**src/rtl/frame_color_shape_classifier.sv**
```systemverilog
// -----------------------------------------------------------------------------
// frame_color_shape_classifier
//   Watches the RGB332 pixels read back from the frame buffer while the VGA
//   driver scans the stored window, accumulates per-frame red/blue pixel counts
//   and the coloured width of three sampling rows, and at the end of each
//   complete frame classifies the treasure colour and shape.
//
// Ports
//   CLK           in   pixel clock (VGA domain)
//   RESET_N       in   asynchronous active-low reset
//   PIXEL_IN      in   [7:0] RGB332 pixel, RD_LATENCY cycles behind VGA_PIXEL_X/Y
//   VGA_PIXEL_X   in   [9:0] current VGA scan column
//   VGA_PIXEL_Y   in   [9:0] current VGA scan row
//   RESULT        out  [2:0] bit2 = blue, bits[1:0] = shape (1 sq, 2 tri, 3 dia)
//   RESULT_VALID  out  one-cycle pulse whenever RESULT is updated
// -----------------------------------------------------------------------------
module frame_color_shape_classifier #(
  parameter int SCREEN_WIDTH  = 176,
  parameter int SCREEN_HEIGHT = 144,
  parameter int RD_LATENCY    = 1,
  parameter int COLOR_THRESH  = 2000,
  parameter int BAND_Y0       = 36,
  parameter int BAND_Y1       = 72,
  parameter int BAND_Y2       = 108,
  parameter int WIDTH_TOL     = 8
) (
  input  logic       CLK,
  input  logic       RESET_N,
  input  logic [7:0] PIXEL_IN,
  input  logic [9:0] VGA_PIXEL_X,
  input  logic [9:0] VGA_PIXEL_Y,
  output logic [2:0] RESULT,
  output logic       RESULT_VALID
);

  localparam logic [9:0]  LP_W    = 10'(SCREEN_WIDTH);
  localparam logic [9:0]  LP_H    = 10'(SCREEN_HEIGHT);
  localparam logic [9:0]  LP_XL   = 10'(SCREEN_WIDTH - 1);
  localparam logic [9:0]  LP_YL   = 10'(SCREEN_HEIGHT - 1);
  localparam logic [9:0]  LP_Y0   = 10'(BAND_Y0);
  localparam logic [9:0]  LP_Y1   = 10'(BAND_Y1);
  localparam logic [9:0]  LP_Y2   = 10'(BAND_Y2);
  localparam logic [14:0] LP_TH   = 15'(COLOR_THRESH);
  localparam logic [8:0]  LP_TOL  = 9'(WIDTH_TOL);

  typedef enum logic [1:0] {S_IDLE, S_ACCUM, S_DECIDE} state_t;

  state_t      r_state;
  logic [9:0]  r_x_pipe [RD_LATENCY];
  logic [9:0]  r_y_pipe [RD_LATENCY];
  logic [14:0] r_red_cnt, r_blue_cnt;
  logic [7:0]  r_w0, r_w1, r_w2;

  logic [9:0]  w_dx, w_dy;
  logic        w_in_win, w_first, w_last, w_is_red, w_is_blue, w_is_col;
  logic        w_base_zero, w_acc;
  logic [14:0] w_red_nxt, w_blue_nxt;
  logic [7:0]  w_w0_nxt, w_w1_nxt, w_w2_nxt;
  logic [8:0]  w_sum0, w_sum2;
  logic        w_red_win, w_blue_win, w_diamond, w_triangle;
  logic [1:0]  w_shape;
  logic [2:0]  w_code;

  // Coordinate delay line so DX/DY line up with the frame-buffer read data.
  always_ff @(posedge CLK or negedge RESET_N) begin
    if (!RESET_N) begin
      for (int unsigned i = 0; i < RD_LATENCY; i++) begin
        r_x_pipe[i] <= '1;
        r_y_pipe[i] <= '1;
      end
    end else begin
      r_x_pipe[0] <= VGA_PIXEL_X;
      r_y_pipe[0] <= VGA_PIXEL_Y;
      for (int unsigned i = 1; i < RD_LATENCY; i++) begin
        r_x_pipe[i] <= r_x_pipe[i-1];
        r_y_pipe[i] <= r_y_pipe[i-1];
      end
    end
  end

  assign w_dx      = r_x_pipe[RD_LATENCY-1];
  assign w_dy      = r_y_pipe[RD_LATENCY-1];
  assign w_in_win  = (w_dx < LP_W) && (w_dy < LP_H);
  assign w_first   = (w_dx == '0) && (w_dy == '0);
  assign w_last    = (w_dx == LP_XL) && (w_dy == LP_YL);
  assign w_is_red  = (PIXEL_IN == 8'hE0);
  assign w_is_blue = (PIXEL_IN == 8'h03);
  assign w_is_col  = w_is_red || w_is_blue;

  // Counters restart from zero outside ACCUM and whenever (0,0) appears, so the
  // (0,0) pixel is always the first one of a fresh frame (IDLE, DECIDE or a
  // mid-frame restart all share this path).
  assign w_base_zero = (r_state != S_ACCUM) || w_first;
  assign w_acc       = w_in_win && ((r_state == S_ACCUM) || w_first);

  always_comb begin
    w_red_nxt  = w_base_zero ? '0 : r_red_cnt;
    w_blue_nxt = w_base_zero ? '0 : r_blue_cnt;
    w_w0_nxt   = w_base_zero ? '0 : r_w0;
    w_w1_nxt   = w_base_zero ? '0 : r_w1;
    w_w2_nxt   = w_base_zero ? '0 : r_w2;
    if (w_acc) begin
      if (w_is_red  && (w_red_nxt  != '1)) w_red_nxt  = w_red_nxt  + 1'b1;
      if (w_is_blue && (w_blue_nxt != '1)) w_blue_nxt = w_blue_nxt + 1'b1;
      if (w_is_col && (w_dy == LP_Y0) && (w_w0_nxt != '1)) w_w0_nxt = w_w0_nxt + 1'b1;
      if (w_is_col && (w_dy == LP_Y1) && (w_w1_nxt != '1)) w_w1_nxt = w_w1_nxt + 1'b1;
      if (w_is_col && (w_dy == LP_Y2) && (w_w2_nxt != '1)) w_w2_nxt = w_w2_nxt + 1'b1;
    end
  end

  // Classification of the finished frame, evaluated while in DECIDE.
  assign w_sum0     = {1'b0, r_w0} + LP_TOL;
  assign w_sum2     = {1'b0, r_w2} + LP_TOL;
  assign w_diamond  = ({1'b0, r_w1} > w_sum0) && ({1'b0, r_w1} > w_sum2);
  assign w_triangle = ({1'b0, r_w2} > w_sum0);
  assign w_shape    = w_diamond ? 2'd3 : (w_triangle ? 2'd2 : 2'd1);
  assign w_red_win  = (r_red_cnt  >= LP_TH) && (r_red_cnt  > r_blue_cnt);
  assign w_blue_win = (r_blue_cnt >= LP_TH) && (r_blue_cnt > r_red_cnt);
  assign w_code     = w_red_win  ? {1'b0, w_shape} :
                      w_blue_win ? {1'b1, w_shape} : 3'b000;

  always_ff @(posedge CLK or negedge RESET_N) begin
    if (!RESET_N) begin
      r_state      <= S_IDLE;
      r_red_cnt    <= '0;
      r_blue_cnt   <= '0;
      r_w0         <= '0;
      r_w1         <= '0;
      r_w2         <= '0;
      RESULT       <= '0;
      RESULT_VALID <= 1'b0;
    end else begin
      r_red_cnt    <= w_red_nxt;
      r_blue_cnt   <= w_blue_nxt;
      r_w0         <= w_w0_nxt;
      r_w1         <= w_w1_nxt;
      r_w2         <= w_w2_nxt;
      RESULT_VALID <= 1'b0;
      case (r_state)
        S_IDLE:   if (w_first) r_state <= S_ACCUM;
        S_ACCUM:  if (w_last)  r_state <= S_DECIDE;
        S_DECIDE: begin
          RESULT       <= w_code;
          RESULT_VALID <= 1'b1;
          r_state      <= w_first ? S_ACCUM : S_IDLE;
        end
        default:  r_state <= S_IDLE;
      endcase
    end
  end

endmodule

```
**config.mk**
```make
export PLATFORM = sky130hd
export DESIGN_NAME = frame_color_shape_classifier
export DESIGN_NICKNAME = d
export VERILOG_FILES = /design/src/rtl/frame_color_shape_classifier.sv
export SDC_FILE = /design/constraint.sdc
export NUM_CORES = 1
export LEC_CHECK = 0
export BUFFER_PORTS_ARGS = -buffer_cell sky130_fd_sc_hd__buf_2
export CORE_MARGIN = 10
export CORE_UTILIZATION = 25
export DETAILED_ROUTE_END_ITERATION = 7
export PLACE_DENSITY_LB_ADDON = 0.25
export SLEW_MARGIN = 20
export SYNTH_ARGS = -nofsm -noshare
export SYNTH_HDL_FRONTEND = slang
export SYNTH_SLANG_ARGS = --single-unit
```
**constraint.sdc**
```tcl
create_clock -name CLK -period 6.49 [get_ports CLK]
set_input_delay 1.298 -clock CLK [delete_from_list [all_inputs] [get_ports CLK]]
set_output_delay 1.298 -clock CLK [all_outputs]
set_load 0.01 [all_outputs]
```
==> impl_metrics.env, run 1 <==
export IMPL_grt_max_degree=81
export IMPL_period_minus_slack_ns=3.75
export IMPL_drt_vias_per_instance=4.69
export IMPL_cts_tree="built"
export IMPL_postCtsSetupRepairBufs=0
export IMPL_synth_edff_count=0
export IMPL_p_clk_share_pct=49.4
export IMPL_clock_path_buffers=2
export IMPL_drv_cap=0
export IMPL_gr_total_overflow=0
export IMPL_synthXorXnorAreaFrac_pct=7.33
export IMPL_synth_area_leaders="dfrtp_1 31%, ha_1 11%, dfstp_2 11%"
export IMPL_cts_buffers=9
export IMPL_wl_um=11900
export IMPL_p_seq_share_pct=48.4
export IMPL_port_buffers=33
export IMPL_intPower_mw=0.820
export IMPL_seq_area_frac_synth_pct=41.4
export IMPL_path_class="reg -> reg"
export IMPL_seq_area_um2=2030
export IMPL_synth_simple_area_share_pct=24.9
export IMPL_routed_top_layer="met4"
export IMPL_finalCoreUtilization_pct=29.3
export IMPL_cts_sinks=80
export IMPL_synth_compound_area_share_pct=9.85
export IMPL_rsz0062_at_grt="false"
export IMPL_post_synth_inst_count=516
export IMPL_path_clk_slew_ns=0.07
export IMPL_dr_pass1_iters=4
export IMPL_slew_viol_final=0
export IMPL_syn2layout_area_growth_pct=16.0
export IMPL_antenna_left=0
export IMPL_htree_levels=3
export IMPL_critPathMaxFanout=24
export IMPL_power_density_nw_per_um2=188
export IMPL_n_fill_cell=2027
export IMPL_synth_distinct_cells=56
export IMPL_synth_seq_cells=80
export IMPL_p_leak_nw=2.37
export IMPL_synth_warnings=0
export IMPL_multiInputGateArea_um2=2710
export IMPL_clock_latency_ns=0.35
export IMPL_drc=0
export IMPL_fin_crit_sh_pct=57.8
export IMPL_final_hold_viol_count=0
export IMPL_peakVddDrop_mv=0.121
export IMPL_slew_headroom_pct=39.6
export IMPL_vias=3857
export IMPL_antenna_cells=0
export IMPL_worst_pin_slew_ns=0.897
export IMPL_end_kind="flip-flop"
export IMPL_postCtsResizedCells=0
export IMPL_pin_count=34
export IMPL_hold_class="reg -> reg"
export IMPL_drtIter0Drc=287
export IMPL_switching_share_pct=23.1
export IMPL_die_height_um=160
export IMPL_synth_top_area_share_pct=30.6
export IMPL_wl_per_cell_um=14.5
export IMPL_netlist_top_cell_by_area="dfrtp_1"
export IMPL_synth_area_um2=4900
export IMPL_wl_met2_um=5330
export IMPL_yosys_mux_area_fraction_pct=1.79
export IMPL_power_mw=1.07
export IMPL_drive_gt1_share_pct=16.0
export IMPL_grt_pass1_wl_um=20300
export IMPL_initial_core_util_pct=25.3
export IMPL_num_rows=51
export IMPL_wl_met1_um=5820
export IMPL_synth_net_count=590
export IMPL_core_um2=19400
export IMPL_synth_flop_cell="dfrtp_1"
export IMPL_clock_fmax_ghz=0.266
export IMPL_gp_congestion=0.794
export IMPL_finalSetupViolations=0
export IMPL_synth_top_family_by_area="simple AND/OR/NAND/NOR gates"
export IMPL_finalSetupTns_ns=0
export IMPL_clockRootBuffer="clkbuf_16"
export IMPL_worstSetupStartpointType="flip-flop"
export IMPL_cp_required_ns=6.72
export IMPL_comb_power_share_pct=2.3
export IMPL_arrival_ns=3.99
export IMPL_async_flop_share_pct=100
export IMPL_status="complete, no violations"
export IMPL_postCtsHoldBufs=0
export IMPL_avgSynthCellArea_um2=9.50
export IMPL_dieArea_um2=25600
export IMPL_synthAdderAreaFrac_pct=11.2
export IMPL_die_width_um=160
export IMPL_grt_util_all_layers_pct=9.68
export IMPL_grt_pass1_vias=4036
export IMPL_antenna_found_initial=0
export IMPL_power_switching_mw=0.246
export IMPL_fin_nets=626
export IMPL_hpwl_um=9070
export IMPL_dr_wl_met3_um=642
export IMPL_skew_ns=0.00836
layout make-up:
cell class	instances	area share (%)
multi-input cells	392	47.7
flip-flops and latches	80	35.7
inverters	34	2.25
clock inverters	7	1.34
repair buffers	35	3.28
clock buffers	9	3.96
well taps	265	5.83
cells in the final DEF, fill, tap and decap left out, drive strengths merged, types with 3 or more instances in the layout:
master,instances
nand4,17
clkinv,3
nor4,12
a31oi,3
o2111ai,3
and2,6
nand3,38
xnor2,26
a211oi,6
xor2,15
o211ai,6
nor4b,3
nor2,50
inv,37
or4,5
nor3,16
mux2,6
nor2b,5
o21ai,10
clkbuf,9
dfstp,20
nand2,48
o31ai,5
nand2b,7
buf,35
and3,15
ha,44
a21oi,15
a21o,5
dfrtp,60
through the flow:
step	hold slack [ns]	instances	setup slack [ns]	cell area (um^2)
after global placement	0.467	806	2.83	5380
final	0.469	822	2.74	5680
after detailed placement	0.460	806	2.74	5380
after global routing	0.522	822	2.48	5680
after floorplan	0.471	516	3.43	4900
after CTS	0.476	822	2.73	5680
state kept, by name, summed over array words and instances, names as in the netlist, 3 cells and up:
register    count
r_w1            8
r_w0            8
r_blue_cnt     15
r_x_pipe       10
r_y_pipe       10
RESULT          3
r_red_cnt      15
r_w2            8
worst paths after layout:
kind,startpoint,to,slack (ns),cells after the start
min,RESULT[2]$_DFFE_PN0P_,RESULT[2]$_DFFE_PN0P_,0.47,2
max,r_y_pipe[4]$_DFF_PN1_,r_red_cnt[1]$_DFF_PN0_,2.74,11
min in group asynchronous,RESET_N,r_blue_cnt[1]$_DFF_PN0_,0.98,1
max reg2reg,r_y_pipe[4]$_DFF_PN1_,r_red_cnt[1]$_DFF_PN0_,2.74,11
max in group asynchronous,RESET_N,r_w2[4]$_DFF_PN0_,5.00,1
min reg2reg,RESULT[2]$_DFFE_PN0P_,RESULT[2]$_DFFE_PN0P_,0.47,2
worst max-delay path, stage by stage (launching register included):
cell and delay, ns:
dfstp_2 0.38, or3_1 0.36, nor3_1 0.49, a31o_1 0.69
buf_4 0.40, nor2_1 0.10, ha_1 0.25, nand2_1 0.07
nor3_1 0.06, nand3_1 0.24, and2_1 0.24, mux2_2 0.35
cell usage after synthesis, types with 7 or more instances:
| master | number |
|---|---|
| a21oi_1 | 15 |
| and3_1 | 15 |
| dfrtp_1 | 60 |
| dfstp_2 | 20 |
| ha_1 | 44 |
| inv_1 | 34 |
| nand2_1 | 48 |
| nand2b_1 | 7 |
| nand3_1 | 38 |
| nand4_1 | 17 |
| nor2_1 | 50 |
| nor3_1 | 14 |
| nor4_1 | 11 |
| o21ai_0 | 10 |
| xnor2_1 | 26 |
| xor2_1 | 15 |
power by group through the flow:
stage / Clock (mW) / Sequential, mW / Combinational (mW)
2_1_floorplan: 0 / 0.523 / 0.00408
3_3_place_gp: 0 / 0.524 / 0.0250
3_5_place_dp: 0 / 0.525 / 0.0253
4_1_cts: 0.543 / 0.516 / 0.0254
5_1_grt: 0.565 / 0.517 / 0.0284
6_report: 0.526 / 0.516 / 0.0242
layer usage:
metal  vias to the layer above  track usage [%]
met4                         0             3.05
met1                      1851             12.8
met3                        10             2.80
met5                         -                0
li1                       1927                -
met2                        69             14.8
logic make-up after synthesis:
group                    after synthesis
AO/OA/AOI/OAI                         68
multiplexers                           8
flip-flops                            80
buffers and inverters                 44
adder cells (fa/ha/maj)               44
XOR/XNOR                              41
AND/OR/NAND/NOR                      231
Power figures use the tool's default switching activity.
==> run 2: changes to the inputs <==
clock period = 3.1 ns   (was 6.49 ns; I/O delays follow)
==> run 2 against run 1 <==
  * Clock power up 100%
  * Sequential share of layout area decreased by 1.1 points
  * Non-clock buffer count rose by 18
  * Worst setup slack worse by 2.6 ns
  * Cell count rose by 2.2%
  * Total power is 110% higher
  * Combinational power grew 140%
  * Global-route usage is 0.26 points higher
  * Sequential power up 110%
  * Via count rose by 3.5%
  * Critical path type unchanged
  * Largest power group is now registers
  * Highest routed layer unchanged
==> impl_metrics.env, run 2 (synthesis gave the netlist of run 1 again) <==
export IMPL_antenna_found_initial=0
export IMPL_peakVddDrop_mv=0.274
export IMPL_end_kind="flip-flop"
export IMPL_drtIter0Drc=267
export IMPL_intPower_mw=1.66
export IMPL_clock_path_buffers=2
export IMPL_comb_power_share_pct=2.6
export IMPL_path_cells="or4_4 -> nor4_4 -> a31o_4 -> nor2_1 -> ha_1 -> nand2_1 -> nor2_1 -> a211oi_2 -> nand2_2 -> or4_1 -> nand2_1"
export IMPL_hold_class="in -> async"
export IMPL_power_density_nw_per_um2=374
export IMPL_power_switching_mw=0.523
export IMPL_dr_pass1_iters=4
export IMPL_cts_tree="built"
export IMPL_antenna_left=0
export IMPL_initial_core_util_pct=25.3
export IMPL_p_clk_share_pct=48.1
export IMPL_skew_ns=0.00841
export IMPL_grt_max_degree=81
export IMPL_switching_share_pct=23.9
export IMPL_core_um2=19400
export IMPL_arrival_ns=3.25
export IMPL_reg2regPathDepth=11
export IMPL_fin_area_um2=5860
export IMPL_worstSetupStartpointType="flip-flop"
export IMPL_p_leak_nw=2.47
export IMPL_final_hold_viol_count=0
export IMPL_postCtsHoldBufs=0
export IMPL_worst_pin_slew_ns=0.748
export IMPL_fin_nets=644
export IMPL_wl_per_cell_um=14.8
export IMPL_die_height_um=160
export IMPL_final_common_cell="dfrtp_1"
export IMPL_pin_count=34
export IMPL_clock_latency_ns=0.35
export IMPL_slew_headroom_pct=50.2
export IMPL_placed_area_um2=5500
export IMPL_hold_ws_ns=0.324
export IMPL_grt_util_all_layers_pct=9.94
export IMPL_fin_crit_sh_pct=95.3
export IMPL_r2r_start="r_x_pipe[8]$_DFF_PN1_"
export IMPL_path_class="reg -> reg"
export IMPL_clockRootBuffer="clkbuf_16"
export IMPL_drt_vias_per_instance=4.75
export IMPL_drv_cap=0
export IMPL_drc=0
export IMPL_slew_viol_final=0
export IMPL_top_regs="r_blue_cnt: 15 flops, r_red_cnt: 15 flops"
export IMPL_syn2layout_area_growth_pct=19.5
export IMPL_cp_required_ns=3.39
export IMPL_dieArea_um2=25600
export IMPL_period_minus_slack_ns=2.95
export IMPL_clock_fmax_ghz=0.339
export IMPL_n_fill_cell=2066
export IMPL_finalCoreUtilization_pct=30.2
export IMPL_critPathMaxFanout=4
export IMPL_rsz0062_at_grt="true"
export IMPL_placed_cells_incl_taps=821
export IMPL_wl_um=12400
export IMPL_finalNonFillerCells=840
export IMPL_p_seq_share_pct=49.3
export IMPL_drive_gt1_share_pct=19.8
export IMPL_gp_congestion=0.833
export IMPL_grt_pass1_vias=4125
export IMPL_hpwl_um=9520
export IMPL_htree_levels=3
export IMPL_cts_buffers=9
export IMPL_r2r_end="r_w2[5]$_DFF_PN0_"
export IMPL_die_width_um=160
export IMPL_layout_common_cells="60 x dfrtp_1, 50 x nor2_1, 47 x nand2_1, 44 x ha_1, 36 x nand3_1"
export IMPL_num_rows=51
export IMPL_grt_pass1_wl_um=21000
export IMPL_antenna_cells=0
export IMPL_finalSetupViolations=0
export IMPL_vias=3991
export IMPL_finalSetupTns_ns=0
export IMPL_port_buffers=33
export IMPL_max_stage_delay_ns=0.54
export IMPL_r2r_slack_ns=0.15
export IMPL_path_clk_slew_ns=0.07
export IMPL_cpMaxStageDelayCell="or4_4"
export IMPL_status="complete, no violations"
export IMPL_cts_sinks=80
export IMPL_gr_total_overflow=0
==> run 2: worst max-delay path: cells and delay by family, from the launching register on <==
kind	cells	cell delay, ns
fa+ha+maj	1	0.21
compound gates	2	0.60
flops	1	0.37
simple gates	8	1.71
==> run 2: worst max path at each step <==
stage	from	to	slack, ns	cells past startpoint
2_1_floorplan	r_x_pipe[8]$_DFF_PN1_	r_w2[5]$_DFF_PN0_	0.12	12
3_3_place_gp	r_x_pipe[8]$_DFF_PN1_	r_w0[1]$_DFF_PN0_	0.08	11
3_5_place_dp	r_x_pipe[8]$_DFF_PN1_	r_w0[1]$_DFF_PN0_	0.004	11
4_1_cts	r_x_pipe[8]$_DFF_PN1_	r_w0[1]$_DFF_PN0_	0.03	11
5_1_grt	r_x_pipe[8]$_DFF_PN1_	r_w2[6]$_DFF_PN0_	-0.04	11
6_report	r_x_pipe[8]$_DFF_PN1_	r_w2[5]$_DFF_PN0_	0.15	11
==> run 2: metal layers <==
metal	global-route usage, %	vias to the layer above	part of all wire, %
met3	2.26	24	4.6
met5	0	-	0
li1	-	1955	-
met4	4.34	0	2.4
met2	15.6	74	46
met1	12.8	1938	47
==> run 2: area by class of cell <==
type                    instances  area [um^2]  share of cell area (%)
multi-input cells             392         2750                    46.9
inverters                      34          128                    2.18
clock buffers                  10          239                    4.08
well taps                     265          332                    5.66
clock inverters                 6         48.8                   0.833
repair buffers                 53          334                    5.70
flip-flops and latches         80         2030                    34.6
==> run 2: power groups by stage <==
stage          Combinational, mW  Clock, mW  Sequential [mW]
3_5_place_dp              0.0583          0             1.10
4_1_cts                   0.0587       1.09             1.08
6_report                  0.0570       1.05             1.08
3_3_place_gp              0.0570          0             1.10
5_1_grt                   0.0658       1.13             1.08
2_1_floorplan            0.00854          0             1.09
==> run 2: metrics by stage <==
stage	setup WS, ns	power (mW)
5_1_grt	-0.0353	2.28
6_report	0.146	2.19
3_5_place_dp	0.00408	1.15
3_3_place_gp	0.0817	1.15
2_1_floorplan	0.124	1.10
4_1_cts	0.0312	2.22
==> run 2: what timing repair did <==
item                       CTS  global route
pin swaps                    1             4
setup endpoints to repair    2            22
resized for setup            1             8
gates cloned                 0             0
setup buffers                0             3
==> run 3: changes to the inputs <==
CORE_UTILIZATION = 50   (was 25)
==> run 3 against run 2 <==
  * Clock skew hardly changed
  * Critical path depth is 2 higher
  * Clock power is 19% lower
  * Global-route usage is 6.0 points higher
  * Critical path type unchanged
  * Critical endpoint is now r_w0[4]$_DFF_PN0_
  * Largest power group unchanged
==> impl_metrics.env, run 3 (synthesis gave the netlist of run 1 again) <==
export IMPL_drt_vias_per_instance=5.63
export IMPL_skew_ns=0.00841
export IMPL_cp_required_ns=3.34
export IMPL_core_um2=9640
export IMPL_end_kind="flip-flop"
export IMPL_worstSetupStartpointType="flip-flop"
export IMPL_status="complete, no violations"
export IMPL_cts_tree="built"
export IMPL_num_rows=36
export IMPL_critPathMaxFanout=11
export IMPL_grt_util_all_layers_pct=16.0
export IMPL_fin_crit_sh_pct=95.9
export IMPL_antenna_cells=0
export IMPL_worst_path_buf_inv=2
export IMPL_cp_top_family="simple AND/OR/NAND/NOR gates"
export IMPL_antenna_found_initial=0
export IMPL_clockRootBuffer="clkbuf_8"
export IMPL_peakVddDrop_mv=0.278
export IMPL_drv_cap=0
export IMPL_power_density_nw_per_um2=349
export IMPL_port_buffers=33
export IMPL_vias=3987
export IMPL_gr_total_overflow=0
export IMPL_final_hold_viol_count=0
export IMPL_wl_um=11400
export IMPL_dr_pass1_iters=5
export IMPL_grt_max_degree=81
export IMPL_period_minus_slack_ns=2.97
export IMPL_n_fill_cell=834
export IMPL_cpMaxStageDelayCell="or4_4"
export IMPL_clock_latency_ns=0.35
export IMPL_arrival_ns=3.22
export IMPL_clock_fmax_ghz=0.336
export IMPL_grt_pass1_wl_um=18800
export IMPL_initial_core_util_pct=50.8
export IMPL_drc=0
export IMPL_path_class="reg -> reg"
export IMPL_die_width_um=119
export IMPL_cts_buffers=9
export IMPL_path_cells="or4_4 -> nor4_4 -> a31o_4 -> buf_12 -> nor2_1 -> ha_1 -> nand2_1 -> nor2_1 -> a211oi_2 -> buf_4 -> nand3_1 -> xor2_1 -> nor2_1"
export IMPL_drtIter0Drc=271
export IMPL_fin_nets=644
export IMPL_die_height_um=119
export IMPL_placed_cells_incl_taps=686
export IMPL_hpwl_um=8560
export IMPL_path_clk_slew_ns=0.09
export IMPL_slew_viol_final=0
export IMPL_rsz0062_at_grt="true"
export IMPL_final_common_cell="dfrtp_1"
export IMPL_top_regs="r_blue_cnt: 15 flops, r_red_cnt: 15 flops"
export IMPL_gp_congestion=0.894
export IMPL_grt_pass1_vias=3912
export IMPL_worst_pin_slew_ns=0.969
export IMPL_hold_class="in -> reg"
export IMPL_wl_per_cell_um=16.1
export IMPL_pin_count=34
export IMPL_antenna_left=0
export IMPL_syn2layout_area_growth_pct=15.8
export IMPL_drive_gt1_share_pct=20.2
export IMPL_htree_levels=3
export IMPL_finalSetupViolations=0
export IMPL_finalNonFillerCells=708
export IMPL_cp_common_cell="nor2_1"
export IMPL_dieArea_um2=14200
export IMPL_power_mw=1.98
export IMPL_clock_path_buffers=2
export IMPL_layout_common_cells="60 x dfrtp_1, 50 x nor2_1, 47 x nand2_1, 42 x ha_1, 36 x nand3_1"
export IMPL_slew_headroom_pct=35.4
export IMPL_cts_sinks=80
export IMPL_max_stage_delay_ns=0.53
export IMPL_p_leak_nw=2.45
export IMPL_postCtsHoldBufs=0
==> run 3: layer usage <==
| metal | share of wire, % | up-vias | global-route usage (%) |
|---|---|---|---|
| met5 | 0 | - | 0 |
| met2 | 48 | 125 | 26.1 |
| li1 | - | 1951 | - |
| met3 | 5.7 | 4 | 3.97 |
| met4 | 0.52 | 0 | 3.59 |
| met1 | 46 | 1907 | 20.8 |
==> run 3: repair_timing <==
| action | 4_1_cts | 5_1_grt |
|---|---|---|
| setup endpoints to repair | 5 | 32 |
| cloned | 0 | 1 |
| gates resized for setup | 1 | 17 |
| buffers inserted | 0 | 5 |
| pin swaps | 1 | 8 |
==> run 3: path summary, 6_finish.rpt <==
kind                                       startpoint                 endpoint  slack [ns]  depth (start not counted)
worst min-delay path                   VGA_PIXEL_X[5]    r_x_pipe[5]$_DFF_PN1_        0.36                          1
min in group asynchronous                     RESET_N  r_red_cnt[10]$_DFF_PN0_        0.42                          1
worst min register to register  RESULT[1]$_DFFE_PN0P_    RESULT[1]$_DFFE_PN0P_        0.48                          2
worst max register to register  r_x_pipe[0]$_DFF_PN1_        r_w0[4]$_DFF_PN0_        0.13                         13
worst max-delay path            r_x_pipe[0]$_DFF_PN1_        r_w0[4]$_DFF_PN0_        0.13                         13
max in group asynchronous                     RESET_N  r_blue_cnt[3]$_DFF_PN0_        2.06                          1
==> run 3: where the power goes <==
part           switching [mW]  leakage [nW]  internal (mW)
Clock                   0.396         0.110          0.455
Sequential             0.0107          1.05           1.07
Combinational          0.0329          1.30         0.0190
Total                   0.439          2.45           1.54
==> run 3: metrics by stage <==
step / utilization [%] / worst slack [ns] / hold WS, ns / cell area [um^2] / TNS (ns)
global placement: 55.0 / 0.0793 / 0.458 / 5300 / 0
CTS: 57.3 / 0.0242 / 0.343 / 5530 / 0
finish: 58.9 / 0.127 / 0.362 / 5670 / 0
detailed placement: 55.0 / -0.0381 / 0.471 / 5300 / -0.126
global route: 58.9 / -0.134 / 0.338 / 5670 / -0.194
floorplan: - / 0.124 / 0.324 / 4900 / 0
==> run 3: final cells by class <==
class                      instances  area [um^2]  share of cell area, %
clock buffer                       9          124                   2.18
clock inverter                     7         95.1                   1.68
inverter                          34          128                   2.25
multi-input combinational        392         2780                   49.0
sequential                        80         2030                   35.7
tap                              133          166                   2.93
timing repair buffer              53          355                   6.26
